==> config.mk <==
export PLATFORM = sky130hd
export DESIGN_NAME = adap_pred_sched
export DESIGN_NICKNAME = d
export VERILOG_FILES = /design/src/rtl/mcac_pkg.sv /design/src/rtl/adap_pred_prio_enc.sv /design/src/rtl/adap_pred_sched.sv
export SDC_FILE = /design/constraint.sdc
export NUM_CORES = 1
export LEC_CHECK = 0
export CORE_MARGIN = 1
export CORE_UTILIZATION = 47
export CTS_BUF_LIST = sky130_fd_sc_hd__clkbuf_8
export DETAILED_ROUTE_END_ITERATION = 8
export PLACE_DENSITY_LB_ADDON = 0.08
export REMOVE_ABC_BUFFERS = 1
export SYNTH_ARGS = -nofsm -noshare
export SYNTH_HDL_FRONTEND = slang
export SYNTH_SLANG_ARGS = --single-unit
export TNS_END_PERCENT = 20
==> constraint.sdc <==
create_clock -name clk -period 2.3 [get_ports clk]
set_input_delay 0.46 -clock clk [delete_from_list [all_inputs] [get_ports clk]]
set_output_delay 0.46 -clock clk [all_outputs]
set_load 0.05 [all_outputs]
==> src/rtl/mcac_pkg.sv <==
// Shared definitions for the multichannel codec predictor path: scheduler
// states, default channel geometry and the delay-strobe length.
package mcac_pkg;

    typedef enum logic [2:0] {
        S_IDLE,
        S_ARB,
        S_START,
        S_WAIT,
        S_STROBE,
        S_NEXT
    } sched_state_t;

    localparam int NUM_CH_DEF = 4;
    localparam int CH_W_DEF   = 2;

    // Must match the number of delay-register update cycles in the datapath.
    localparam int PRED_DLY_CYC = 2;

    function automatic int max_int(input int a, input int b);
        return (a > b) ? a : b;
    endfunction

endpackage

==> src/rtl/adap_pred_prio_enc.sv <==
// Lowest-set-bit encoder: picks the lowest-numbered requesting channel.
module adap_pred_prio_enc
    import mcac_pkg::*;
#(
    parameter int NUM_CH = NUM_CH_DEF,
    parameter int CH_W   = CH_W_DEF
) (
    input  logic [NUM_CH-1:0] req,
    output logic [CH_W-1:0]   idx,
    output logic              valid
);

    always_comb begin
        // NOTE: every output gets a default before the loop so no path leaves it unassigned (no latch).
        idx   = '0;
        valid = 1'b0;
        // Scan downwards so the lowest set bit is the last one written.
        for (int i = NUM_CH - 1; i >= 0; i--) begin
            if (req[i]) begin
                idx   = CH_W'(i);
                valid = 1'b1;
            end
        end
    end

endmodule

==> src/rtl/adap_pred_sched.sv <==
// Time-share scheduler: on each frame strobe runs the shared predictor once
// per requesting channel, in ascending order, then commits its delay state.
module adap_pred_sched
    import mcac_pkg::*;
#(
    parameter int NUM_CH  = NUM_CH_DEF,
    parameter int CH_W    = CH_W_DEF,
    parameter int TIMEOUT = 200,
    parameter int DLY_CYC = PRED_DLY_CYC
) (
    input  logic              clk,
    input  logic              reset,
    input  logic              frame_strb,
    input  logic [NUM_CH-1:0] ch_req,
    input  logic              pred_done,
    output logic              start_trig,
    output logic              dly_strb,
    output logic [CH_W-1:0]   ch_sel,
    output logic              ch_done,
    output logic [CH_W-1:0]   ch_done_id,
    output logic              busy,
    output logic              overrun,
    output logic              timeout_err
);

    // One counter serves both the done timeout and the strobe length.
    localparam int CNT_W = $clog2(max_int(TIMEOUT, DLY_CYC)) + 1;
    localparam logic [CNT_W-1:0] TO_LAST  = CNT_W'(TIMEOUT - 1);
    localparam logic [CNT_W-1:0] DLY_LAST = CNT_W'(DLY_CYC - 1);

    sched_state_t      state;
    logic [NUM_CH-1:0] pending;
    logic [CNT_W-1:0]  wait_cnt;
    logic [CH_W-1:0]   enc_idx;
    logic              enc_valid;

    adap_pred_prio_enc #(
        .NUM_CH (NUM_CH),
        .CH_W   (CH_W)
    ) u_prio_enc (
        .req   (pending),
        .idx   (enc_idx),
        .valid (enc_valid)
    );

    // NOTE: all state here uses non-blocking assignments so every register sees pre-edge values.
    always_ff @(posedge clk) begin
        // NOTE: reset is synchronous; it is sampled only on a rising clk edge.
        if (!reset) begin
            state       <= S_IDLE;
            pending     <= '0;
            wait_cnt    <= '0;
            start_trig  <= 1'b0;
            dly_strb    <= 1'b0;
            ch_sel      <= '0;
            ch_done     <= 1'b0;
            ch_done_id  <= '0;
            busy        <= 1'b0;
            overrun     <= 1'b0;
            timeout_err <= 1'b0;
        end else begin
            start_trig <= 1'b0;
            ch_done    <= 1'b0;

            // A frame is only accepted in IDLE; anything else is an overrun.
            if (frame_strb && state != S_IDLE) begin
                overrun <= 1'b1;
            end

            unique case (state)
                S_IDLE: begin
                    if (frame_strb) begin
                        pending <= ch_req;
                        if (|ch_req) begin
                            busy  <= 1'b1;
                            state <= S_ARB;
                        end
                    end
                end

                S_ARB: begin
                    if (enc_valid) begin
                        ch_sel     <= enc_idx;
                        start_trig <= 1'b1;
                        state      <= S_START;
                    end else begin
                        busy  <= 1'b0;
                        state <= S_IDLE;
                    end
                end

                S_START: begin
                    pending  <= pending & ~(NUM_CH'(1) << ch_sel);
                    wait_cnt <= '0;
                    state    <= S_WAIT;
                end

                S_WAIT: begin
                    // Done wins over the timeout on the last counted cycle.
                    if (pred_done) begin
                        ch_done    <= 1'b1;
                        ch_done_id <= ch_sel;
                        dly_strb   <= 1'b1;
                        wait_cnt   <= '0;
                        state      <= S_STROBE;
                    end else if (wait_cnt == TO_LAST) begin
                        timeout_err <= 1'b1;
                        state       <= S_NEXT;
                    end else begin
                        wait_cnt <= wait_cnt + CNT_W'(1);
                    end
                end

                S_STROBE: begin
                    if (wait_cnt == DLY_LAST) begin
                        dly_strb <= 1'b0;
                        state    <= S_NEXT;
                    end else begin
                        wait_cnt <= wait_cnt + CNT_W'(1);
                    end
                end

                S_NEXT: begin
                    state <= S_ARB;
                end

                default: begin
                    state <= S_IDLE;
                end
            endcase
        end
    end

endmodule

== Word-level counts from Yosys, hierarchy flattened ==
Index checks and enable logic that the tools add are counted.
Widths: inputs -> output; s select.
Operators by class
  eq/ne operators: 15
  muxes and demuxes: 30
  bitwise logic cells: 3
  reductions and logical operators: 18
  shift-type cells: 1
  add/sub/neg operators: 1
Operators by type and width (count)
  $mux 9: 3
  $pmux 9 s3: 1
  $pmux 3 s6: 1
  $mux 3: 5
  $ne 2x2->1 const B: 6
  $mux 1: 11
  $mux 2: 5
  $reduce_and 2->1: 5
  $add 9x1->9 const B: 1
  $eq 9x1->1 const B: 1
  $eq 9x8->1 const B: 1
  $reduce_and 3->1: 3
  $pmux 4 s2: 1
  $reduce_and 4->1: 2
  $eq 3x2->1 const B: 2
  $eq 3x3->1 const B: 2
  $ne 3x3->1 const B: 2
  $reduce_bool 2->1: 3
  $reduce_bool 3->1: 2
  $and 4x4->4: 1
  $mux 4: 1
  $not 4->4: 1
  $pmux 1 s2: 2
  $reduce_or 4->1: 1
  other kinds (5): 5
Word-level totals
  word-level logic and storage cells: 79
  bits of input ports: 8
  output and inout port bits: 10
  flip-flop bits (word level): 26

== Depth between registers and ports, before layout ==
Gate-level depths: netlist of the first run.
  depth in word-level cells: 6
  mapped depth: 7
  depth with buffers taken out: 6

== Hierarchy ==
From an unflattened synthesis of the first run, not the netlist that was laid out.
Unflattened totals
  cells, all modules: 158
  area, all modules: 1352.5 um^2
Modules (own cells, without submodules)
  adap_pred_sched: area each 1317.5 um^2, seq. area each 520.5 um^2, times used 1, cells each 151
  adap_pred_prio_enc: area each 35.0 um^2, seq. area each 0.0 um^2, times used 1, cells each 7

== Worst setup path after synthesis of the first run ==
OpenSTA, ideal clock, no wires.
  path type: register to register
  start: register state[2]
  end: register wait_cnt[0]
  setup slack: 0.516 ns
  buffers on the path: 3
  data required time: 2.225 ns
  stages on the path, launching flop included: 8
  period minus slack after synthesis: 1.784 ns
  arrival time: 1.709 ns
  library setup time: 0.075 ns
  cells stage by stage: dfxtp_1 buf_4 or3b_1 buf_6 a21o_1 buf_6 a221o_1 o22ai_1
On the way
  cells in the longest elaborated chain, start to end: 3
  elaborated cells on any way between the ends: 8
  those cells by class: eq/ne (5); mux (1); reduce/logical (2)
Ends and longest elaborated chain
  start: declaration: line adap_pred_sched.sv:31  | sched_state_t state;
  start signal: assignment: line adap_pred_sched.sv:50  | state <= S_IDLE;
  start signal: assignment: line adap_pred_sched.sv:76  | state <= S_ARB;
  start signal: assignment: line adap_pred_sched.sv:85  | state <= S_START;
  $eq 3x2->1 or $eq 3x3->1 (tied branches): line adap_pred_sched.sv:70  | unique case (state)
  $ne 3x3->1 (no line) (tied with other cells)
  $reduce_and 3->1 (no line)
  end signal: assignment: line adap_pred_sched.sv:110  | wait_cnt <= wait_cnt + CNT_W'(1);
  end signal: assignment: line adap_pred_sched.sv:119  | wait_cnt <= wait_cnt + CNT_W'(1);
  end: declaration: line adap_pred_sched.sv:33  | logic [CNT_W-1:0] wait_cnt;
Parallel ways exist; a longest one is shown, timed or not.
A chain may end at the register's enable or synchronous reset.

== Final worst setup path of the first run ==
  start: register ch_sel[0]
  end: output ch_sel[0]
RTL lines
  start: declaration: line adap_pred_sched.sv:18  | output logic [CH_W-1:0] ch_sel,
  start signal: assignment: line adap_pred_sched.sv:83  | ch_sel <= enc_idx;
No word-level cell between the ends.

==> metrics.md, run 1 <==
| Metric | Value |
|---|---|
| Outcome | `completed` |
| Setup bufs post-CTS | `0` |
| RSZ-0062 raised after global routing | `no` |
| CTS Buf Count | `3` |
| Worst r2r src | `wait_cnt[1]` |
| CTS max path bufs | `2` |
| Area grow syn2layout | `18.4%` |
| Core Region | `about 2600 um^2` |
| IO buf count | `17` |
| F_max | `around 490 MHz` |
| DRT Pass-1 Iters | `4` |
| Clk_skew | `0.00562 ns` |
| Mapped Cells | `163` |
| Root Driver | `clkbuf_8` |
| Hold wc startpoint | `ch_done_id[0]` |
| Ys Warns | `0` |
| Fraction of layout cells with a size suffix above 1 | `7.14%` |
| Clk sinks | `26` |
| Final ANT Viol Nets | `0` |
| Number of global-route vias before repair | `between 1000 and 1500` |
| Tcrit/Tclk final | `about nine tenths` |
| Hold_buf cts | `0` |
| Pre-CTS setup slack | `0.298 ns` |
| Setup_tns | `0 ns` |
| Synth Register Bits | `26` |
| CP max FO | `8` |
| Die area | `a little over 3000 um^2` |
| Hold WS | `0.462 ns` |
| CP startpoint | `ch_sel[0]` |
| CP Class | `register to output pin` |
| CP top delay family | `buffers and inverters` |
| Initial antenna violation count | `0` |
| CP endpoint kind | `output pin` |
| Mapped Area | `roughly 1300 um^2` |
| Max Cap Viol | `0` |
| Endpoints failing setup | `0` |
| Global-route wire length before repair | `4770 um` |
| GR Overflow Total | `0` |
| Dpl cell area | `about 1500 um^2` |
| Post-route minimum period | `around 2.0 ns` |
| Hold Fails Final Rpt | `0` |
| WP buf/inv | `1` |
| WL/cell | `between 10 and 15 um` |
| Worst Path Arrival | `~1.6 ns` |
| # DRC | `0` |
| Worst slew margin | `65.1%` |
| Hold crit path type | `register to register` |
| Clk slew on worst S/H paths | `around 0.08 ns` |
| DRT iter0 DRCs | `40` |
| Worst slew pin tran | `just over 0.5 ns` |
| Max incr delay on CP | `around 0.85 ns` |
| Slowest-stage cell, CP | `clkdlybuf4s50_1` |
| Clk_lat worst skew | `0.26 ns` |
| Final Max Slew Viols | `0` |
| CTS resizes | `0` |
| Die Y | `between 50 and 60 um` |
| Pwr dens | `around 550 nW/um^2` |
| Die Span X | `between 50 and 60 um` |
| Final worst slack | `between 0.2 and 0.3 ns` |
| Final net count | `195` |
| Post-route cell area | `between 1500 and 2000 um^2` |
| Total vias in the final route | `about 1200` |
| Worst EP required | `around 1.8 ns` |
| GPL Wtd Cong | `~0.91` |
| Largest net degree at the start of global routing | `15` |
| P_leak | `slightly below 0.6 nW` |
| Drt total wl | `2750 um` |
| Ports | `18` |
| Unique masters post-synth | `40` |
| Dpl hpwl | `approximately 2100 um` |
| Vias per cell | `between 5 and 6` |
| GRT Total Usage | `19.1%` |
| Sequential share of the synthesized area | `about two fifths` |
| Crit path cell chain | `clkdlybuf4s50_1` |
| Clock tree from TritonCTS | `yes` |
| Startpoint class of the critical path | `register` |
| Rows | `18` |
| CTS H-tree depth | `1` |
| Utilization after layout | `61.5%` |
| Mean Syn Cell Area | `8.18 um^2` |
| ANT cells | `0` |
| Initial Util | `51.9%` |
| Peak supply drop | `0.316 mV` |
-- cells by family after synthesis --
logic type,share of synthesized area [%]
AOI/OAI and AO/OA,17.9
adders and majority gates,2.81
buffers and inverters,5.07
DFF,39.0
muxes,3.75
and+or+nand+nor,31.4
-- layout make-up --
type,instances,area (um^2)
Fill cell,248,988
Tap cell,30,37.5
Sequential cell,26,520
Timing Repair Buffer,24,223
Multi-Input combinational cell,126,746
Inverter,3,11.3
Clock buffer,3,41.3
-- report_power, final --
| group | leakage [nW] | internal [W] | switching, W |
|---|---|---|---|
| Combinational | 0.350 | 0.0000576 | 0.0000796 |
| Sequential | 0.211 | 0.000465 | 0.0000174 |
| Clock | 0.0216 | 0.000117 | 0.000131 |
| Total | 0.582 | 0.000640 | 0.000228 |
-- sequential cells by signal (all words and copies together) (netlist names) --
register,count
busy,1
ch_done,1
ch_done_id,2
ch_sel,2
dly_strb,1
overrun,1
pending,4
start_trig,1
state,3
timeout_err,1
wait_cnt,9
-- worst paths after layout --
path | end | slack [ns] | cells after the start
setup reg to reg | wait_cnt[0] | 0.39 | 6
hold / removal | ch_done_id[0] | 0.46 | 2
setup / recovery | ch_sel[0] | 0.27 | 1
hold reg to reg | ch_done_id[0] | 0.46 | 2
-- through the flow --
stage                     cells  total power (W)
after floorplan             155         0.000577
after global placement      209         0.000628
after detailed placement    209         0.000631
after CTS                   212         0.000873
after global routing        212         0.000904
final                       212         0.000868
-- metal layers --
layer / wire [um] / vias up / global-route usage (%)
met5: 0 / - / 0
met4: 51 / 0 / 8.21
met3: 71 / 7 / 3.28
met2: 1290 / 19 / 30.5
met1: 1340 / 559 / 25.2
li1: - / 626 / -
-- worst min-delay path, stage by stage (launching register included) --
cell and delay (ns):
dfxtp_1 0.31, nand2_1 0.05, a21oi_1 0.05
-- cell usage in the layout (no fill, tap or decap) --
cell	Yosys	layout
dfxtp_1	26	26
nand2_1	25	25
a21oi_1	17	17
clkdlybuf4s50_1	0	17
nor2_1	13	13
nand3_1	9	9
buf_4	1	7
nand2b_1	6	6
mux2i_1	5	5
o22ai_1	5	5
nand3b_1	4	4
a211oi_1	4	4
inv_1	3	3
or4_1	3	3
and3_1	3	3
o21ai_0	3	3
ha_1	3	3
clkbuf_8	0	3
nand4_1	2	2
nor3_1	2	2
and2_1	2	2
nor3b_1	2	2
or3b_1	1	1
nand4bb_1	1	1
nor4_1	1	1
nor4b_1	1	1
a21o_1	1	1
o21bai_1	1	1
and2b_1	1	1
a221o_1	1	1
a2111oi_0	1	1
or3b_2	1	1
a21bo_2	1	1
o221a_2	1	1
o211ai_1	1	1
a22oi_1	1	1
or3_1	1	1
and4_1	1	1
nor2b_1	1	1
o21a_1	1	1
-- Yosys cell counts (all sizes together) --
cell type	instances	share of area (%)
and2	2	0.94
ha	3	2.8
nor3	2	0.75
nor2b	1	0.47
nor4b	1	0.66
mux2i	5	3.8
inv	3	0.84
and3	3	1.4
a211oi	4	2.3
a2111oi	1	0.66
nand2b	6	2.8
o21a	1	0.56
a21bo	1	0.75
o211ai	1	0.56
nor4	1	0.47
a21o	1	0.56
or4	3	1.7
o221a	1	0.84
buf	4	3.1
a21oi	17	6.4
o22ai	5	2.3
and4	1	0.66
nand3	9	3.4
nor2	13	3.7
nor3b	2	1.1
o21bai	1	0.56
o21ai	3	1.1
or3	1	0.47
nand4	2	0.94
clkbuf	4	1.1
a22oi	1	0.56
or3b	2	1.3
nand4bb	1	0.84
nand3b	4	2.3
dfxtp	26	39
and2b	1	0.56
nand2	25	7.0
a221o	1	0.75
(Power assumes the default switching activity.)
==> run 2, diff against run 1 <==
- CORE_UTILIZATION: 47 -> 40
- SLEW_MARGIN: default -> 20
- clock period: 2.3 -> 2 ns (I/O delays scaled with it)
==> run 2 against run 1 <==
Net effect: core utilization decreased by 7.5 points; power increased by 34%; sequential power increased by 14%; combinational power increased by 26%; first-iteration DRC count increased by 18%; setup slack got worse by 0.15 ns; clock skew increased by 0.0012 ns; critical endpoint is now wait_cnt[3]; largest cell class unchanged.
==> metrics.md, run 2 (same netlist as run 1, synthesis figures left out) <==
| Metric | Value |
|---|---|
| Root Driver | `clkbuf_8` |
| Worst EP required | `between 2 and 2.5 ns` |
| Dpl hpwl | `about 2400 um` |
| Most flops, register | `wait_cnt` |
| CTS H-tree depth | `1` |
| Worst Path Arrival | `about 2.1 ns` |
| Tcrit/Tclk final | `93.8%` |
| Core Region | `3100 um^2` |
| Hold Fails Final Rpt | `0` |
| Largest net degree at the start of global routing | `16` |
| GPL Wtd Cong | `about 0.86` |
| Pwr dens | `a little under 700 nW/um^2` |
| F_max | `around 530 MHz` |
| Crit path cell chain | `inv_1, ha_1, nor4b_1, buf_4, a21o_1, buf_4, a211oi_1, mux2i_1` |
| Final net count | `202` |
| RSZ-0062 raised after global routing | `no` |
| P_leak | `roughly 0.64 nW` |
| WL/cell | `13.1 um` |
| GRT Total Usage | `19.3%` |
| Number of global-route vias before repair | `between 1000 and 1500` |
| CTS resizes | `0` |
| Final worst slack | `0.124 ns` |
| Worst slew margin | `approximately 67%` |
| Setup_tns | `0 ns` |
| Worst slew pin tran | `around 0.50 ns` |
| Commonest cells after routing, fill and taps aside | `dfxtp_1 (26), nand2_1 (25), a21oi_1 (17)` |
| DRT Pass-1 Iters | `4` |
| Max incr delay on CP | `about 0.37 ns` |
| Most common cell after layout, fill and taps aside | `dfxtp_1` |
| Hold Path Depth | `2` |
| Max reg flops | `9` |
| Final ANT Viol Nets | `0` |
| ANT cells | `0` |
| Reg2Reg Capture Point | `wait_cnt[3]` |
| Top flop regs | `wait_cnt (9), pending (4), state (3)` |
| Initial antenna violation count | `0` |
| Outcome | `completed` |
| Pre-CTS setup slack | `a little under 0.08 ns` |
| Drt total wl | `slightly above 3000 um` |
| Hold worst-path end | `ch_done_id[0]` |
| Vias per cell | `about 5.4` |
| Hold_buf cts | `0` |
| CP Class | `register to register` |
| Worst r2r src | `wait_cnt[1]` |
| Hold WS | `0.466 ns` |
| Fraction of layout cells with a size suffix above 1 | `approximately an eighth` |
| Die area | `around 3600 um^2` |
| Global-route wire length before repair | `5290 um` |
| IO buf count | `17` |
| CP max FO | `6` |
| CTS Buf Count | `3` |
| Ports | `18` |
| Final Max Slew Viols | `0` |
| Total vias in the final route | `approximately 1300` |
| Slowest-stage cell, CP | `a211oi_1` |
| Startpoint class of the critical path | `register` |
| Setup bufs post-CTS | `0` |
| Hold crit path type | `register to register` |
| Area grow syn2layout | `25.5%` |
| Max Cap Viol | `0` |
| Clock tree from TritonCTS | `yes` |
| Clk slew on worst S/H paths | `~0.10 ns` |
| CP endpoint kind | `register` |
| Clk_skew | `between 0.006 and 0.007 ns` |
| Die Y | `about 60 um` |
| Post-route minimum period | `1.88 ns` |
| Die Span X | `approximately 60 um` |
| Initial Util | `43.0%` |
| Rows | `20` |
| Worst r2r path cells | `8` |
| Tot Pwr | `0.00116 W` |
| Most used cell, CP | `buf_4` |
| CTS max path bufs | `2` |
| Reg2Reg Setup Slack | `~0.12 ns` |
| GR Overflow Total | `0` |
| Peak supply drop | `0.356 mV` |
| Hold wc startpoint | `ch_done_id[0]` |
| Endpoints failing setup | `0` |
| Clk sinks | `26` |
| DRT iter0 DRCs | `47` |
| Clk_lat worst skew | `about 0.27 ns` |
| # DRC | `0` |
## run 2: cell types whose count changed in the layout (fill, tap and decap cells not counted), sizes merged
cell,delta
buf,+9
bufinv,+1
clkdlybuf4s50,-2
## run 2: layout make-up
class	instances	area, um^2
clock inverters	1	30.0
inverters	3	11.3
well taps	44	55.1
multi-input cells	126	746
repair buffers	31	270
clock buffers	3	41.3
flip-flops and latches	26	520
fillers	320	1430
## run 2: how the worst max path moves through the flow
stage,from,end,slack [ns]
after global placement,pred_done,wait_cnt[0],0.08
after detailed placement,pred_done,wait_cnt[0],0.08
after global routing,wait_cnt[1],wait_cnt[3],0.07
final,wait_cnt[1],wait_cnt[3],0.12
after CTS,wait_cnt[1],wait_cnt[3],0.15
after floorplan,state[2],wait_cnt[0],0.25
## run 2: worst max-delay path: cells and delay by family, from the launching register on
| kind | cells | cell delay [ns] |
|---|---|---|
| AO/OA/AOI/OAI | 2 | 0.57 |
| adder cells (fa/ha/maj) | 1 | 0.19 |
| buffers and inverters | 3 | 0.35 |
| flip-flops | 1 | 0.34 |
| multiplexers | 1 | 0.22 |
| AND/OR/NAND/NOR | 1 | 0.14 |
## run 2: stage by stage
stage / util, % / std cells / cell area, um^2
finish: 54.0 / 234 / 1670
global route: 54.0 / 234 / 1670
CTS: 54.0 / 234 / 1670
detailed placement: 51.7 / 230 / 1600
global placement: 51.7 / 230 / 1600
floorplan: - / 155 / 1280
## run 2: routing by layer
metal,vias up,GRT usage [%],routed length [um]
met4,0,3.99,12
li1,637,-,-
met2,33,30.2,1390
met1,586,27.6,1510
met5,-,0,0
met3,2,3.68,162
## run 2: power by group
part | internal [W] | switching (W)
clock network | 0.000268 | 0.000172
logic | 0.0000695 | 0.000102
registers | 0.000535 | 0.0000134
total | 0.000873 | 0.000288
